$ cat config.mk
export PLATFORM = sky130hd
export DESIGN_NAME = regfile_mp_flat
export DESIGN_NICKNAME = d
export VERILOG_FILES = /design/src/rtl/regfile_mp_if.sv /design/src/rtl/regfile_mp.sv /design/src/flat_wrapper.sv
export SDC_FILE = /design/constraint.sdc
export NUM_CORES = 1
export LEC_CHECK = 0
export ABC_AREA = 0
export CELL_PAD_IN_SITES_DETAIL_PLACEMENT = 1
export CELL_PAD_IN_SITES_GLOBAL_PLACEMENT = 2
export CORE_UTILIZATION = 48
export DETAILED_ROUTE_END_ITERATION = 10
export MAX_ROUTING_LAYER = met4
export PLACE_DENSITY_LB_ADDON = 0.15
export SLEW_MARGIN = 20
export SYNTH_ARGS = -nofsm -noshare
export SYNTH_HDL_FRONTEND = slang
export SYNTH_SLANG_ARGS = --single-unit
$ cat constraint.sdc
create_clock -name clk -period 4.3 [get_ports clk]
set_input_delay 0.86 -clock clk [delete_from_list [all_inputs] [get_ports clk]]
set_output_delay 0.86 -clock clk [all_outputs]
set_load 0.02 [all_outputs]
$ cat src/rtl/regfile_mp_if.sv
// Bundle of the register file's data, scoreboard and clear-control signals.
// master = datapath driving the register file, slave = the register file.
interface regfile_mp_if #(
  parameter int XLEN  = 32,
  parameter int AW    = 5,
  parameter int NREAD = 2
);
  logic                  clr_req;
  logic                  clr_busy;
  logic                  we;
  logic [AW-1:0]         waddr;
  logic [XLEN-1:0]       wdata;
  logic [NREAD*AW-1:0]   raddr;
  logic [NREAD*XLEN-1:0] rdata;
  logic                  iss_valid;
  logic [AW-1:0]         iss_rd;
  logic [NREAD-1:0]      rd_pend;

  modport master (
    output clr_req, we, waddr, wdata, raddr, iss_valid, iss_rd,
    input  clr_busy, rdata, rd_pend
  );

  modport slave (
    input  clr_req, we, waddr, wdata, raddr, iss_valid, iss_rd,
    output clr_busy, rdata, rd_pend
  );
endinterface

$ cat src/rtl/regfile_mp.sv
// Multi-read-port integer register file with write bypass, optional x0
// hardwiring, a pending-write scoreboard and a sequential clear engine.
module regfile_mp #(
  parameter int XLEN     = 32,
  parameter int NREGS    = 32,
  parameter int NREAD    = 2,
  parameter int ZERO_REG = 1,
  parameter int BYPASS   = 1
) (
  input  logic        clk,
  input  logic        reset,
  regfile_mp_if.slave bus
);
  localparam int AW = $clog2(NREGS);

  typedef enum logic {
    S_IDLE,
    S_CLEAR
  } state_t;

  state_t              r_state;
  logic [AW-1:0]       r_clr_idx;
  logic [NREGS-1:0]    r_pending;
  logic [XLEN-1:0]     r_mem [NREGS];

  logic                w_busy;
  logic                w_wr_en;
  logic                w_iss_en;
  logic [AW-1:0]       w_raddr [NREAD];
  logic [NREAD*XLEN-1:0] w_rdata;
  logic [NREAD-1:0]    w_pend;

  assign w_busy   = (r_state == S_CLEAR);
  assign w_wr_en  = bus.we && !((ZERO_REG != 0) && (bus.waddr == '0));
  assign w_iss_en = bus.iss_valid && !((ZERO_REG != 0) && (bus.iss_rd == '0));

  always_ff @(posedge clk or posedge reset) begin
    if (reset) begin
      r_state   <= S_CLEAR;
      r_clr_idx <= '0;
      r_pending <= '0;
    end else begin
      case (r_state)
        S_IDLE: begin
          if (bus.clr_req) begin
            r_state   <= S_CLEAR;
            r_clr_idx <= '0;
          end
          // Set is applied after clear so the newer producer wins on a tie.
          if (w_wr_en)  r_pending[bus.waddr]  <= 1'b0;
          if (w_iss_en) r_pending[bus.iss_rd] <= 1'b1;
        end
        S_CLEAR: begin
          r_pending <= '0;
          r_clr_idx <= r_clr_idx + 1'b1;
          if (r_clr_idx == AW'(NREGS - 1)) r_state <= S_IDLE;
        end
        default: r_state <= S_CLEAR;
      endcase
    end
  end

  // Array has no reset; while reset is held the engine sits on index 0.
  always_ff @(posedge clk) begin
    if (r_state == S_CLEAR) begin
      r_mem[r_clr_idx] <= '0;
    end else if (w_wr_en) begin
      r_mem[bus.waddr] <= bus.wdata;
    end
  end

  always_comb begin
    for (int unsigned i = 0; i < NREAD; i++) begin
      w_raddr[i] = bus.raddr[i*AW +: AW];
    end
  end

  always_comb begin
    w_rdata = '0;
    w_pend  = '0;
    for (int unsigned i = 0; i < NREAD; i++) begin
      if (!((ZERO_REG != 0) && (w_raddr[i] == '0)) && !w_busy) begin
        if ((BYPASS != 0) && bus.we && (bus.waddr == w_raddr[i])) begin
          w_rdata[i*XLEN +: XLEN] = bus.wdata;
        end else begin
          w_rdata[i*XLEN +: XLEN] = r_mem[w_raddr[i]];
        end
        w_pend[i] = r_pending[w_raddr[i]];
      end
    end
  end

  assign bus.clr_busy = w_busy;
  assign bus.rdata    = w_rdata;
  assign bus.rd_pend  = w_pend;
endmodule
$ cat src/flat_wrapper.sv
// flat-port wrapper written by rule: the top's interface ports become plain ports
module regfile_mp_flat 
#(
  parameter int XLEN     = 32,
  parameter int NREGS    = 32,
  parameter int NREAD    = 2,
  parameter int ZERO_REG = 1,
  parameter int BYPASS   = 1
)
  (clk, reset, bus_clr_req, bus_we, bus_waddr, bus_wdata, bus_raddr, bus_iss_valid, bus_iss_rd, bus_clr_busy, bus_rdata, bus_rd_pend);
  regfile_mp_if #(.XLEN(XLEN), .NREAD(NREAD)) bus_i ();
  input  logic clk;
  input  logic reset;
  input wire logic [$bits(bus_i.clr_req)-1:0] bus_clr_req;
  input wire logic [$bits(bus_i.we)-1:0] bus_we;
  input wire logic [$bits(bus_i.waddr)-1:0] bus_waddr;
  input wire logic [$bits(bus_i.wdata)-1:0] bus_wdata;
  input wire logic [$bits(bus_i.raddr)-1:0] bus_raddr;
  input wire logic [$bits(bus_i.iss_valid)-1:0] bus_iss_valid;
  input wire logic [$bits(bus_i.iss_rd)-1:0] bus_iss_rd;
  output wire logic [$bits(bus_i.clr_busy)-1:0] bus_clr_busy;
  output wire logic [$bits(bus_i.rdata)-1:0] bus_rdata;
  output wire logic [$bits(bus_i.rd_pend)-1:0] bus_rd_pend;
  assign bus_i.clr_req = bus_clr_req;
  assign bus_i.we = bus_we;
  assign bus_i.waddr = bus_waddr;
  assign bus_i.wdata = bus_wdata;
  assign bus_i.raddr = bus_raddr;
  assign bus_i.iss_valid = bus_iss_valid;
  assign bus_i.iss_rd = bus_iss_rd;
  assign bus_clr_busy = bus_i.clr_busy;
  assign bus_rdata = bus_i.rdata;
  assign bus_rd_pend = bus_i.rd_pend;
  regfile_mp #(.XLEN(XLEN), .NREGS(NREGS), .NREAD(NREAD), .ZERO_REG(ZERO_REG), .BYPASS(BYPASS)) u_core (.clk(clk), .reset(reset), .bus(bus_i));
endmodule
* Word level (Yosys, flattened, before mapping)
Memory sizes are Yosys's and may differ from the RTL's.
Index checks and enable logic that the tools add are counted.
** Storage, ports and cells
- Logic and storage cells :: 68
- Register bits after elaboration :: 38
- RAM bits :: 1024
- Bits of input ports :: 57
- Output and inout bits :: 67
- Memories :: 1
** Cells by class
- Eq/ne operators :: 4
- Mux-type cells :: 31
- Add/sub/neg operators :: 1
- $lt $le $gt $ge :: 6
- Bitwise gates (word level) :: 4
- Reductions and logical operators :: 18
** Memory list
- u_core.r_mem :: depth 32, width 32, rd ports 2, clocked after Yosys merged registers in 0, wr ports 1, RTL line regfile_mp.sv:24 : logic [XLEN-1:0] r_mem [NREGS];
** Operator list (count)
- 32-bit two-way mux :: 8
- 32-bit one-hot mux with 2 select lines :: 1
- 32-bit AND :: 1
- 32-bit inverter :: 1
- 32-bit bitwise OR :: 1
- 32-bit OR reduction :: 1
- 5-bit by 6-bit less-than comparator with 1-bit output (second input constant) :: 4
- 5-bit zero test :: 4
- 1-bit two-way mux :: 14
- 1-bit binary-select mux with 5-bit select :: 2
- 1-bit demux with 5-bit select :: 2
- 5-bit equality test :: 2
- 5-bit by 1-bit >= comparator with 1-bit output (second input constant) :: 2
- 5-bit two-way mux :: 2
- 5-bit one-hot mux with 2 select lines :: 1
- 1-bit logical AND :: 8
- 5-bit by 1-bit adder with 5-bit output (second input constant) :: 1
- 5-bit equality test (second input constant) :: 1
- 1-bit zero test :: 5
- 2-bit != test (second input constant) :: 1
- 1-bit one-hot mux with 2 select lines :: 1
- 1-bit inverter :: 1

* Logic depth before layout (Yosys ltp)
Gate-level depths: netlist (run 1).
- Depth in word-level cells :: 11
- Depth in mapped cells :: 9
- Gate-level depth less buffers :: 5

* Worst setup path before layout (run 1)
OpenSTA, ideal clock, no wires.
- Path type :: input to register
- Start :: in bus_waddr[2]
- End :: mem u_core.r_mem[17][0] (enable)
- Library setup time :: 0.421 ns
- Path buffers :: 2
- Slack :: 0.289 ns
- Stages :: 6
- Arrival :: 3.589 ns
- Data required time :: 3.879 ns
- Cells stage by stage :: buf_2 -> or3_1 -> o311ai_4 -> buf_2 -> a31oi_1 -> nor2_1
** Between the ends
- Longest elaborated chain between the ends :: 8
- Elaborated cells on any way between the ends :: 9
- Classes of those cells :: mux (5); reduce/logical (4)
** RTL lines
- start: declaration :: RTL line flat_wrapper.sv:16 : input wire logic [$bits(bus_i.waddr)-1:0] bus_waddr;
- 5-bit zero test :: RTL line regfile_mp.sv:34 : assign w_wr_en = bus.we && !((ZERO_REG != 0) && (bus.waddr == '0));
- 1-bit zero test :: RTL line regfile_mp.sv:34
- 1-bit logical AND :: RTL line regfile_mp.sv:34
- 1-bit two-way mux :: RTL line regfile_mp.sv:67 : end else if (w_wr_en) begin
- 1-bit two-way mux :: RTL line regfile_mp.sv:65 : if (r_state == S_CLEAR) begin
- 1-bit two-way mux (not written as such) :: RTL line regfile_mp.sv:68 : r_mem[bus.waddr] <= bus.wdata;
- 32-bit OR reduction (no line)
- 5-bit two-way mux (no line) / 1-bit two-way mux (equally long branches)
- end: declaration :: RTL line regfile_mp.sv:24
Parallel ways exist; a longest one is shown, timed or not.

* Worst setup path after layout (run 1)
- Start :: in bus_raddr[5]
- End :: out bus_rdata[40]
** Between the ends
- Longest elaborated chain between the ends :: 4
- Elaborated cells on any way between the ends :: 8
- Classes of those cells :: eq/ne (1); mux (2); reduce/logical (4); memory (1)
** RTL lines
- start: declaration :: RTL line flat_wrapper.sv:18 : input wire logic [$bits(bus_i.raddr)-1:0] bus_raddr;
- parallel branches: the longest is 3 deep, another holds memory 32 x 32 bit
- 32-bit two-way mux (*) :: RTL line regfile_mp.sv:82 : if (!((ZERO_REG != 0) && (w_raddr[i] == '0)) && !w_busy) begin
- end: declaration :: RTL line flat_wrapper.sv:22 : output wire logic [$bits(bus_i.rdata)-1:0] bus_rdata;
Mark *: on every way between the ends.

==> impl_metrics.csv, run 1 <==
group,metric,value,unit
synthesis,synth_cells,2871,
power_and_ir_drop,ir_drop,337,uV
timing,finalWorstPathRequiredPeriod,4.29,ns
layout,antenna-diode-count,0,
grt,first_global_vias,35100,
timing,actual_transition_at_the_worst_max_transition_pin,1.20,ns
placed_design,gp_routability_congestion,0.895,
grt,globalRouteMet1Util,0.490,
layout,design_area,60900,um^2
synthesis,mappedNetlistArea,50600,um^2
setup_path,cp_num_buf_inv,5,
setup_path,endpoint_kind,"primary output",
grt,grt_max_degree,67,
setup_path,slowest_stage,"mux4_2",
die,die_height,327,um
timing,timing.final.setup_violations,0,
die,fp.dieW,327,um
timing,grt_setup_unrepaired,"true",
timing,timing.slew.headroom,0.198,
synthesis,mappedNetlistNets,2930,
setup_path,cp_common_cell,"buf_4",
timing,layout_setup_ws,0.00586,ns
layout,design.final.nets,3334,
timing,hold_viol_final,0,
layout,fill_cells,9134,
timing,timing.setup.tns,0,ns
setup_path,maximum_cell_stage_delay_along_the_critical_path,0.53,ns
detailed_routing,dr.pass1.iters,5,
grt,grt_pass1_wl,267000,um
timing,report.final.slew_viol_count,0,
placed_design,place.port_buffers,123,
cts,max-clock-path-buffers,3,
synthesis,post-synth-top-area-fraction,0.608,
layout,commonest_non_fill_non_tap_cells_in_the_layout,"edfxtp_1, mux4_2, buf_4, mux2i_1, buf_12",
layout,layout.core_utilization,0.586,
synthesis,ys_ff_latch,1062,
hold_path,worstHoldPathType,"flop to flop",
detailed_routing,wl_per_cell,40.3,um
die,start_util,0.487,
timing,clock_skew,0.0457,ns
detailed_routing,postRouteWirelength,191000,um
die,floorplan.core_area,104000,um^2
die,boundaryPins,124,
setup_path,timing.setup.critical_path_class,"input port to primary output",
placed_design,post_place_setup_slack,-0.442,ns
synthesis,synthFlopType,"edfxtp_1",
synthesis,synth_area_leaders,"edfxtp_1, mux4_2, mux2i_1",
setup_path,crit_fanout,10,
detailed_routing,post_drt_via_cell_ratio,7.21,
cts,tritoncts,"built",
timing,final.period_utilization,0.999,
grt,grt_use_total,0.369,
synthesis,postSynth.asyncResetShare,0.0358,
die,rows,118,
detailed_routing,1st_iter_drt_viols,4424,
cts,clock_tree.root_cell,"clkbuf_16",
setup_path,crit_family,"buffers and inverters",
detailed_routing,via_count,34200,
detailed_routing,detail_route.drc_violations,0,
run,maxCapViolCount,0,
layout,layout_commonest_cell,"edfxtp_1",
setup_path,timing.critical_path.arrival,3.43,ns
cts,clock_sink_count,1062,
layout,area_growth_syn_to_layout,20.5,%
power_and_ir_drop,power_density,475,nW/um^2
synthesis,synth.avg_cell_area,17.6,um^2
synthesis,synth_seq_area_share,0.627,
power_and_ir_drop,power.leakage,20.9,nW
layout,final_layout_size_suffix_gt1_frac,0.319,
detailed_routing,detail-route-antenna-nets,0,
synthesis,number_of_enable_type_register_cells_in_the_synthesized_netlist,1024,
grt,antenna_found_initial,0,
cts,cts_hold_buf,0,
grt,met2_usage,0.559,
layout,area.sequential,31700,um^2
setup_path,critical_path.cell_chain,"buf_8, buf_12, buf_16, buf_4, mux4_2, a22oi_1, nand4_1, a32o_2, buf_4",
placed_design,area_after_detailed_placement,57000,um^2
synthesis,synth-warning-count,0,
grt,groute.layer.met3.usage,0.0681,
timing,fmaxAchievable,233,MHz
placed_design,dp_wirelength,123000,um
grt,grt.busiest_layer,"met2",
layout,multiInputGateArea,18100,um^2
synthesis,synth.lib_cells_used.distinct,59,
cts,worst_skew_pair.late_latency,0.75,ns
cts,h-tree-depth,3,
cts,number_of_buffers_created_by_cts,113,
grt,globalRouteOverflowTotal,0,
setup_path,required,3.44,ns
status,status,"finished clean",
cts,clk_transition_reported_paths,0.06,ns
setup_path,startpoint_type_of_the_worst_setup_path,"input port",
synthesis,synth_top_cell_by_area,"edfxtp_1",
die,die_area,107000,um^2
==> stage by stage <==
stage	hold WS, ns	total power [mW]	instances
after floorplan	0.481	16.0	2871
after global placement	0.510	19.0	4524
after detailed placement	0.540	19.2	4524
after CTS	0.552	28.9	4742
after global routing	0.576	29.5	4747
final	0.547	29.0	4747
==> cell usage after synthesis, drive strengths merged (7+ instances only) <==
cell    number
clkbuf     105
a22oi       61
buf        138
o311ai      31
a22o        30
o221ai      16
o21bai      31
mux2        17
edfxtp    1024
nand4       22
nand2       99
a221o       43
a31oi        8
inv          7
xnor2        7
a221oi      63
nor2b       41
o22a        21
a2111o      20
a21oi       80
mux2i      260
o22ai       31
mux4       399
nand3       37
dfrtp       37
a32o        27
o21ai       38
and2        34
nor2        89
==> worst register-to-register path, cell delays in order, from the launching register on <==
cell and delay [ns]:
dfstp_2 0.53, buf_4 0.43, a31oi_2 0.50, buf_4 0.31
nor2_4 0.87, buf_4 0.38
==> final cells by class <==
| cell class | instances | share of cell area |
|---|---|---|
| Clock inverter | 78 | 0.0119 |
| Multi-Input combinational cell | 1560 | 0.296 |
| Inverter | 7 | 0.000431 |
| Tap cell | 1380 | 0.0283 |
| Timing Repair Buffer | 531 | 0.0951 |
| Clock buffer | 129 | 0.0477 |
| Sequential cell | 1062 | 0.520 |
==> cell families after synthesis <==
| family | count (synthesis) | share of synthesized area |
|---|---|---|
| flip-flops | 1062 | 0.627 |
| AO/OA/AOI/OAI | 517 | 0.0797 |
| adder cells (fa/ha/maj) | 2 | 0.000495 |
| XOR/XNOR | 12 | 0.00208 |
| buffers and inverters | 250 | 0.0238 |
| multiplexers | 676 | 0.233 |
| AND/OR/NAND/NOR | 352 | 0.0337 |
==> final timing paths <==
path | cells after the start | from | slack, ns | endpoint
worst max-delay path | 9 | bus_raddr[5] | 0.006 | bus_rdata[40]
worst min-delay path | 1 | u_core.r_pending[0] | 0.55 | u_core.r_pending[0]
worst max register to register | 5 | u_core.bus.clr_busy | 0.97 | u_core.r_mem[25][14]
worst min register to register | 1 | u_core.r_pending[0] | 0.55 | u_core.r_pending[0]
max in group asynchronous | 3 | reset | 3.34 | u_core.bus.clr_busy
min in group asynchronous | 3 | reset | 0.58 | u_core.r_pending[4]
==> per-layer routing <==
layer,vias to the layer above,routed length (um)
li1,13100,-
met1,18400,73500
met2,2242,90000
met3,464,18500
met4,0,9050
met5,-,0
==> registers in the layout, summed over array words and instances, names as in the netlist <==
| register | cells |
|---|---|
| u_core.r_mem | 1024 |
| u_core.r_pending | 32 |
| u_core.r_clr_idx | 5 |
| u_core.bus.clr_busy | 1 |
==> what timing repair did <==
item / in CTS / in global routing
pin swaps: 7 / 7
setup endpoints to repair: 63 / 35
setup buffers: 10 / 3
cloned: 1 / 1
gates resized for setup: 51 / 23
==> where the power goes <==
part,internal [mW],total (mW),switching (mW),leakage [nW]
Combinational,2.25,5.92,3.68,9.07
Clock,5.55,9.75,4.20,1.78
Sequential,12.7,13.3,0.568,10.0
Note: power is estimated with default switching activity, not from simulation.
==> inputs of run 2 (changes only) <==
- HOLD_SLACK_MARGIN: unset -> 0.05
==> results of run 2 <==
Final layout, timing and power as in run 1 (identical DEF).
==> inputs of run 3 (changes only) <==
- CTS_CLUSTER_DIAMETER: unset -> 80
==> results of run 3 <==
Final layout, timing and power as in run 1 (identical DEF).
